[config.mk]
export PLATFORM = sky130hd
export DESIGN_NAME = store_buffer
export DESIGN_NICKNAME = d
export VERILOG_FILES = /design/src/rtl/store_buffer.sv
export SDC_FILE = /design/constraint.sdc
export NUM_CORES = 2
export LEC_CHECK = 0
export ABC_AREA = 0
export CAP_MARGIN = 20
export CORE_MARGIN = 5
export CORE_UTILIZATION = 50
export CTS_CLUSTER_DIAMETER = 100
export DETAILED_ROUTE_END_ITERATION = 12
export PLACE_DENSITY = 0.76
export SLEW_MARGIN = 15
export SYNTH_ARGS = -nofsm -noshare
export SYNTH_HDL_FRONTEND = slang
export SYNTH_SLANG_ARGS = --single-unit
[constraint.sdc]
create_clock -name clk -period 8 [get_ports clk]
set_clock_uncertainty 0.15 [all_clocks]
set_input_delay 1.6 -clock clk [delete_from_list [all_inputs] [get_ports clk]]
set_output_delay 1.6 -clock clk [all_outputs]
set_load 0.02 [all_outputs]
[src/rtl/store_buffer.sv]
// Committed-store buffer: in-order circular FIFO that drains to the dcache write port
// and forwards buffered bytes (oldest-to-youngest merge) to MEM-stage loads.

package store_buffer_pkg;
  localparam int SB_ADDR_WIDTH = 32;
  localparam int SB_DATA_WIDTH = 32;

  typedef struct packed {
    logic                       valid;
    logic [SB_DATA_WIDTH/8-1:0] wstrb;
    logic [SB_ADDR_WIDTH-1:0]   waddr;
    logic [SB_DATA_WIDTH-1:0]   wdata;
  } store_req_t;
endpackage

module store_buffer #(
  parameter int DEPTH      = 8,
  // Must agree with the field widths of store_buffer_pkg::store_req_t.
  parameter int ADDR_WIDTH = store_buffer_pkg::SB_ADDR_WIDTH,
  parameter int DATA_WIDTH = store_buffer_pkg::SB_DATA_WIDTH
) (
  input  logic                             clk,
  input  logic                             rst,
  input  store_buffer_pkg::store_req_t     store_req_i,
  output logic                             store_ready_o,
  output store_buffer_pkg::store_req_t     dcache_req_o,
  input  logic                             dcache_ready_i,
  input  logic                             query_valid_i,
  input  logic [ADDR_WIDTH-1:0]            query_addr_i,
  output logic                             query_hit_o,
  output logic [DATA_WIDTH/8-1:0]          query_strb_o,
  output logic [DATA_WIDTH-1:0]            query_data_o,
  output logic                             full_o,
  output logic                             empty_o,
  output logic [$clog2(DEPTH+1)-1:0]       count_o
);

  localparam int STRB_WIDTH = DATA_WIDTH / 8;
  localparam int PTR_WIDTH  = $clog2(DEPTH);
  localparam int CNT_WIDTH  = $clog2(DEPTH + 1);

  logic [PTR_WIDTH-1:0]  head;
  logic [PTR_WIDTH-1:0]  tail;
  logic [CNT_WIDTH-1:0]  count;

  logic [STRB_WIDTH-1:0] wstrb_mem [DEPTH];
  logic [ADDR_WIDTH-1:0] waddr_mem [DEPTH];
  logic [DATA_WIDTH-1:0] wdata_mem [DEPTH];

  logic                  full;
  logic                  empty;
  logic                  enq;
  logic                  deq;
  logic [STRB_WIDTH-1:0] fwd_strb;
  logic [DATA_WIDTH-1:0] fwd_data;

  // Full/empty come from the counter; head == tail is ambiguous once pointers wrap.
  assign full  = (count == CNT_WIDTH'(DEPTH));
  assign empty = (count == '0);
  assign enq   = store_req_i.valid && !full;
  assign deq   = !empty && dcache_ready_i;

  assign store_ready_o = !full;
  assign full_o        = full;
  assign empty_o       = empty;
  assign count_o       = count;

  // NOTE: sequential state uses non-blocking assignments so every flop samples
  // pre-edge values regardless of block evaluation order.
  always_ff @(posedge clk or negedge rst) begin
    if (!rst) begin
      head  <= '0;
      tail  <= '0;
      count <= '0;
    end else begin
      if (enq) tail <= tail + PTR_WIDTH'(1);
      if (deq) head <= head + PTR_WIDTH'(1);
      count <= count + CNT_WIDTH'(enq) - CNT_WIDTH'(deq);
    end
  end

  // NOTE: payload RAM has no reset; occupancy is tracked by count, so stale
  // contents are never observed and the array can map onto plain storage.
  always_ff @(posedge clk) begin
    if (enq) begin
      wstrb_mem[tail] <= store_req_i.wstrb;
      waddr_mem[tail] <= store_req_i.waddr;
      wdata_mem[tail] <= store_req_i.wdata;
    end
  end

  always_comb begin
    dcache_req_o       = '0;
    dcache_req_o.valid = !empty;
    dcache_req_o.wstrb = wstrb_mem[head];
    dcache_req_o.waddr = waddr_mem[head];
    dcache_req_o.wdata = wdata_mem[head];
  end

  // Walk entries from head (oldest) to youngest so later strobed bytes win.
  // NOTE: every always_comb output gets a default first so no path leaves it
  // unassigned, which would otherwise infer a latch.
  always_comb begin : fwd_merge
    logic [PTR_WIDTH-1:0] idx;
    fwd_strb = '0;
    fwd_data = '0;
    idx      = head;
    for (int i = 0; i < DEPTH; i++) begin
      idx = head + PTR_WIDTH'(i);
      if ((CNT_WIDTH'(i) < count) &&
          (waddr_mem[idx][ADDR_WIDTH-1:2] == query_addr_i[ADDR_WIDTH-1:2])) begin
        for (int b = 0; b < STRB_WIDTH; b++) begin
          if (wstrb_mem[idx][b]) begin
            fwd_strb[b]         = 1'b1;
            fwd_data[8*b +: 8]  = wdata_mem[idx][8*b +: 8];
          end
        end
      end
    end
  end

  assign query_strb_o = query_valid_i ? fwd_strb : '0;
  assign query_data_o = query_valid_i ? fwd_data : '0;
  assign query_hit_o  = query_valid_i && (|fwd_strb);

  // Byte offset within the word is irrelevant to word-granular matching.
  logic unused_query_offset;
  assign unused_query_offset = ^query_addr_i[1:0];

endmodule

Word level (Yosys, flattened, before mapping)

Memories as Yosys holds them, arrays and structs flattened.
Cells that the tools add are included.

$add $sub $neg: 10
Order comparisons: 8
Equal/unequal tests: 9
Muxes and demuxes: 84
Reduce and logical (&&, ||, !) cells: 15

Operator list:

| cell                | number |
|---|---|
| $mux 32             | 9 |
| $mux 8              | 32 |
| $eq 30x30->1        | 8 |
| $mux 4              | 9 |
| $mux 1              | 34 |
| $lt 3x4->1 const A  | 4 |
| $add 3x3->3 const B | 4 |
| $logic_and 1x1->1   | 11 |
| $lt 1x4->1 const A  | 2 |
| $lt 2x4->1 const A  | 2 |
| $add 3x1->3 const B | 2 |
| $add 3x2->3 const B | 2 |
| $add 4x1->4         | 1 |
| $eq 4x4->1 const B  | 1 |
| $logic_not 4->1     | 1 |
| $reduce_or 4->1     | 1 |
| $sub 4x1->4         | 1 |
| $logic_not 1->1     | 2 |

Register bits after elaboration: 10
Bits in writable memories: 544
Bits of input ports: 105
Output and inout port bits: 113
Logic and storage cells: 132
Memories: 3

Memory list:

| memory    | words | bits a word | rd ports | clocked after Yosys merged registers in | write ports | line | text |
|---|---|---|---|---|---|---|---|
| waddr_mem | 8     | 32          | 8        | 0                                       | 1           | 47   | `logic [ADDR_WIDTH-1:0] waddr_mem [DEPTH];` |
| wdata_mem | 8     | 32          | 8        | 0                                       | 1           | 48   | `logic [DATA_WIDTH-1:0] wdata_mem [DEPTH];` |
| wstrb_mem | 8     | 4           | 8        | 0                                       | 1           | 46   | `logic [STRB_WIDTH-1:0] wstrb_mem [DEPTH];` |

Depth between registers and ports, before layout

An unclocked memory read counts as a cell.

Depth after elaboration: 20
Mapped depth: 28
Mapped depth without buffers: 12

Least setup slack after synthesis

OpenSTA, ideal clock, no wires.

Kind: input -> register
Start: input store_req_i[68] in the netlist's numbering
End: memory waddr_mem[0][0] in the netlist's numbering (enable)
Setup time: 0.578 ns
Arrival: 6.635 ns
Data required time: 7.272 ns
Setup slack: 0.638 ns
Cell stages on the path: 3
Path buffers: 0
Cells stage by stage: nand2_1 -> or2_2 -> nor3_1

Word-level cells in the longest chain between the ends: 3

RTL lines:

| what                         | line | text |
|---|---|---|
| from (decl)                  | 24   | `input store_buffer_pkg::store_req_t store_req_i,` |
| $logic_and 1x1->1            | 60   | `assign enq = store_req_i.valid && !full;` |
| $mux 1                       | 85   | `if (enq) begin` |
| $mux 1 (not written as such) | 87   | `waddr_mem[tail] <= store_req_i.waddr;` |
| to (decl)                    | 47   |  |

No other way between the ends.

Worst setup path in the final report

Start: register head[1]
End: output query_data_o[25]

Word-level cells in the longest chain between the ends: 19
Elaborated cells on any way between the ends: 43
Classes of those cells: add/sub (7); eq/ne (8); mux (17); reduce/logical (8); memory (3)

RTL lines:

| what                                                                  | line | text |
|---|---|---|
| from (decl)                                                           | 42   | `logic [PTR_WIDTH-1:0] head;` |
| from (signal assigned)                                                | 77   | `if (deq) head <= head + PTR_WIDTH'(1);` |
| parallel branches: the longest is 17 deep, another holds $mem_v2 8x32 | --   |  |
| $mux 32 (*)                                                           | 110  | `if ((CNT_WIDTH'(i) < count) &&` |
| $mux 32 (*)                                                           | 123  | `assign query_data_o = query_valid_i ? fwd_data : '0;` |
| to (decl)                                                             | 32   | `output logic [DATA_WIDTH-1:0] query_data_o,` |

Mark *: on every way between the ends.

==> flow_results.org <==
** GRT
- The first global-routing pass estimated 255000 um of wire.
- Initial antenna violation count :: 12
- For this run, the total global-route usage over all layers was measured as between 30% and 40%.
- Global routing finished with a remaining overflow of 0.
- The number of global-route vias before repair was 36000.
- Entering global routing, the biggest net connects 118 pins.

** Clocking
- Root Buffer :: clkbuf_16
- Latest clock arrival within the worst-skew pair :: 0.67 ns
- Num CTS Buffers :: 60
- Post-cts hold buffer count :: 0
- TritonCTS clock tree :: done
- The H-tree generated during clock tree synthesis spans 2 levels.
- After clock tree synthesis, the clock-pin slew on the worst setup and hold paths is 0.06 ns.
- The tree built by TritonCTS fans out to 554 sinks.
- Clock tree buffer depth :: 3

** Synthesis
- edfxtp_1 takes more of the synthesized area than any other cell.
- The synthesized netlist devotes 3.50% of its cell area to XOR and XNOR gates.
- After synthesis, the cell types taking the most area are edfxtp_1 (36%), mux4_2 (26%), mux2i_1 (5.5%).
- The synthesized netlist devotes 0.317% of its cell area to adder and majority cells.
- The share of synthesized area in the top cell type comes to 35.7%.
- nand2_1 is the most common cell in the netlist.
- The cell area that synthesis handed to floorplanning was 45800 um^2.
- A synthesized cell averages 12.3 um^2.
- Synthesis inferred about 550 register bits.
- Summing the areas of all and, or, nand and nor instances in the mapped netlist gives approximately 12% of the synthesized area.
- Multiplexer share of the synthesized area :: 33.8%
- For this run, the number of Yosys warnings is 0.
- Most frequent cells after synthesis :: nand2_1 (553), edfxtp_1 (544), mux4_2 (535)
- In the synthesized netlist the dominant register cell turns out to be edfxtp_1.
- The number of nets handed over by synthesis was 3849.
- Compound-cell area share of the yosys netlist :: 9.69%
- Post-synth EDFFs :: about 540
- Sequential area share after synthesis :: approximately 36%
- The netlist uses 98 different library cells.
- Combinational family with the most area after synthesis :: multiplexers
- Post-synthesis cell count :: ~3700
- Post-synth ARST share :: 1.81%

** Route
- In the final routed layout, each cell accounts on average for 34.0 um.
- Overall via count from detail_route :: 38800
- In this run the remaining antenna-violating nets after routing total 0.
- First-pass detailed-route iteration total :: 9
- The first routing iteration left 6820 violations.
- Vias per inst :: between 7 and 8
- Total wire length after detailed routing :: 177000 um
- For this run, design rule violations remaining after detail routing come to 0.

** Floorplanning
- Total core area :: 91200 um^2
- Measured along the x axis, the die boundary spans 313 um.
- Full die area :: 97700 um^2
- # IOs :: about 220
- For this configuration, the core starts out at a cell density of approximately half.
- Die boundary height :: 313 um
- Row count :: 111

** Final layout
- Post-layout instance area :: between 50000 and 60000 um^2
- Post-layout net count :: 4072
- Layout-stage area growth over the synthesis result :: 14.7%
- Final Core Density :: 57.6%
- Area taken by multi-input logic gates :: 27600 um^2
- Number of fillers in the final layout :: 7065
- Cells with a size suffix above 1 make up 26.4% of the layout.
- Registers take 16600 um^2.

** Setup path
- Along the worst path, the maximum fanout reaches 53.
- Cell-by-cell trace of the critical path :: buf_4 -> buf_8 -> mux2i_1 -> a22oi_1 -> o211ai_1 -> o21ai_0 -> nand4_1 -> nand4b_1 -> buf_4 -> nor4_1 -> buf_4 -> a41oi_1 -> o21ai_0 -> a31o_1 -> clkdlybuf4s50_1
- At the worst endpoint, the arrival time is 6.21 ns.
- STA puts the critical path data required time at 6.25 ns.
- Gate family responsible for the most delay along the worst path :: buffers and inverters
- Cell with the largest stage delay on the worst path :: clkdlybuf4s50_1
- Most Frequent Cell on Critical Path :: buf_4
- In this design, the stage delay of the slowest critical-path cell is between 0.6 and 0.7 ns.
- The worst setup path is launched from a register.
- Classification of the worst setup path :: register to primary output
- Critical path capture point type :: primary output
- The critical path contains buffers and inverters numbering 5 combined.

** Timing
- The final-report max-slew violation count came to 0.
- Least-Margin Pin Slew :: 1.12 ns
- Setup violations remaining at the end of the flow were counted as 0.
- Setup repair after global routing could not meet its margin everywhere.
- Based on the critical path, the design can be clocked at up to 126 MHz.
- Final hold vios :: 0
- Max-slew headroom :: 25.0%
- The worst path uses between 90% and 100% of the clock period.
- The worst path in the final design needs a cycle of 7.96 ns, including I/O delays and setup.

** Power
- Leak :: 18.0 nW
- Summing internal, switching and leakage power gives 0.0263 W.
- Cell Pwr Density :: between 400 and 500 nW/um^2
- For this design the total switching power over the nets is 0.0131 W.
- In this run switching power makes up 50.0% of total power.
- Fraction of power consumed by the clock network :: roughly 11%
- Internal portion of total power :: between 0.01 and 0.015 W
- The worst-case IR drop observed on VDD is a little under 0.0004 V.
- The share of total power dissipated in combinational logic is 73.5%.
- The share of total power dissipated in sequential elements is 15.6%.

** Worst hold path
- In this run the worst hold path is classified as register to register.

** Place
- Area of placed instances :: about 50000 um^2
- Placer congestion estimate :: 1.11
- Total of buffers placed on input and output ports :: ~220
- Post-detail-place hpwl :: 127000 um

** Run
- The tool flagged a number of max-cap violations equal to 0.

** Run status
- Run status :: complete, no violations
-- sequential cells by signal, summed over array words and instances, names as in the netlist --
| name | cells |
|---|---|
| wdata_mem | 256 |
| count_o | 4 |
| head | 3 |
| wstrb_mem | 32 |
| waddr_mem | 256 |
| tail | 3 |
-- routing by layer --
metal,vias up,global-route usage (%),share of wire [%]
li1,15600,-,-
met1,19300,49.2,36
met2,3354,52.6,43
met3,519,10.1,15
met4,6,13.4,5.3
met5,-,0,0.023
-- placed cells by master, fill, tap and decap left out, drive strengths merged, types with 46 or more instances in the layout --
| cell | instances |
|---|---|
| nand3 | 59 |
| mux2i | 251 |
| nand2 | 553 |
| nand4 | 70 |
| nor3 | 50 |
| o21ai | 74 |
| a21oi | 93 |
| nor2 | 123 |
| xnor2 | 173 |
| mux2 | 76 |
| edfxtp | 544 |
| buf | 257 |
| clkbuf | 74 |
| clkdlybuf4s50 | 212 |
| nand3b | 51 |
| mux4 | 537 |
| inv | 46 |
-- cell families after synthesis --
family / Yosys count
compound gates: 601
xor+xnor: 183
fa+ha+maj: 11
buf+inv: 366
flops: 554
mux: 864
simple gates: 1154
-- final cells by class --
cell class | instances | share of cell area (%)
Multi-Input combinational cell | 2813 | 52.6
Sequential cell | 554 | 31.6
Timing Repair Buffer | 474 | 8.62
Clock buffer | 73 | 3.01
Tap cell | 1186 | 2.83
Clock inverter | 40 | 0.889
Inverter | 53 | 0.398
Antenna cell | 10 | 0.0476
-- metrics by stage --
step	cells	hold slack, ns	setup slack, ns	setup TNS (ns)
global placement	5071	0.353	0.0176	0
finish	5203	0.391	0.0450	0
CTS	5188	0.391	0.0154	0
floorplan	3733	0.339	0.638	0
detailed placement	5071	0.376	0.0564	0
global route	5198	0.421	-0.0151	-0.0151
-- power by group through the flow --
stage          Clock (W)  Combinational (W)  Sequential, W
6_report         0.00287             0.0193        0.00409
5_1_grt          0.00303             0.0200        0.00413
4_1_cts          0.00289             0.0185        0.00406
2_1_floorplan          0             0.0126        0.00401
3_3_place_gp           0             0.0181        0.00407
3_5_place_dp           0             0.0183        0.00411
-- worst register-to-register path: stages (launching register included) --
cell and delay, ns:
dfrtp_1 0.39, inv_1 0.13, ha_1 0.64, or3b_2 0.66
nand2_1 0.15, inv_1 0.10, ha_1 0.27, inv_1 0.05
ha_1 0.15, inv_1 0.06, fa_1 0.40, xnor2_1 0.13
-- path summary, 6_finish.rpt --
check | start | to | slack, ns | cells after the start
setup reg to reg | count_o[3]$_DFF_PN0_ | count_o[2]$_DFF_PN0_ | 4.60 | 11
hold / removal | tail[0]$_DFFE_PN0P_ | tail[0]$_DFFE_PN0P_ | 0.39 | 2
min in group asynchronous | rst | tail[0]$_DFFE_PN0P_ | 1.12 | 1
setup / recovery | head[1]$_DFFE_PN0P_ | query_data_o[25] | 0.04 | 15
hold reg to reg | tail[0]$_DFFE_PN0P_ | tail[0]$_DFFE_PN0P_ | 0.39 | 2
max in group asynchronous | rst | head[2]$_DFFE_PN0P_ | 6.20 | 1
-- what timing repair did --
item / CTS / global route
gates cloned: 1 / 1
gates resized for setup: 9 / 37
setup endpoints to repair: 36 / 37
buffers inserted: 3 / 4
pin swaps: 1 / 4
Note: power is estimated with default switching activity, not from simulation.
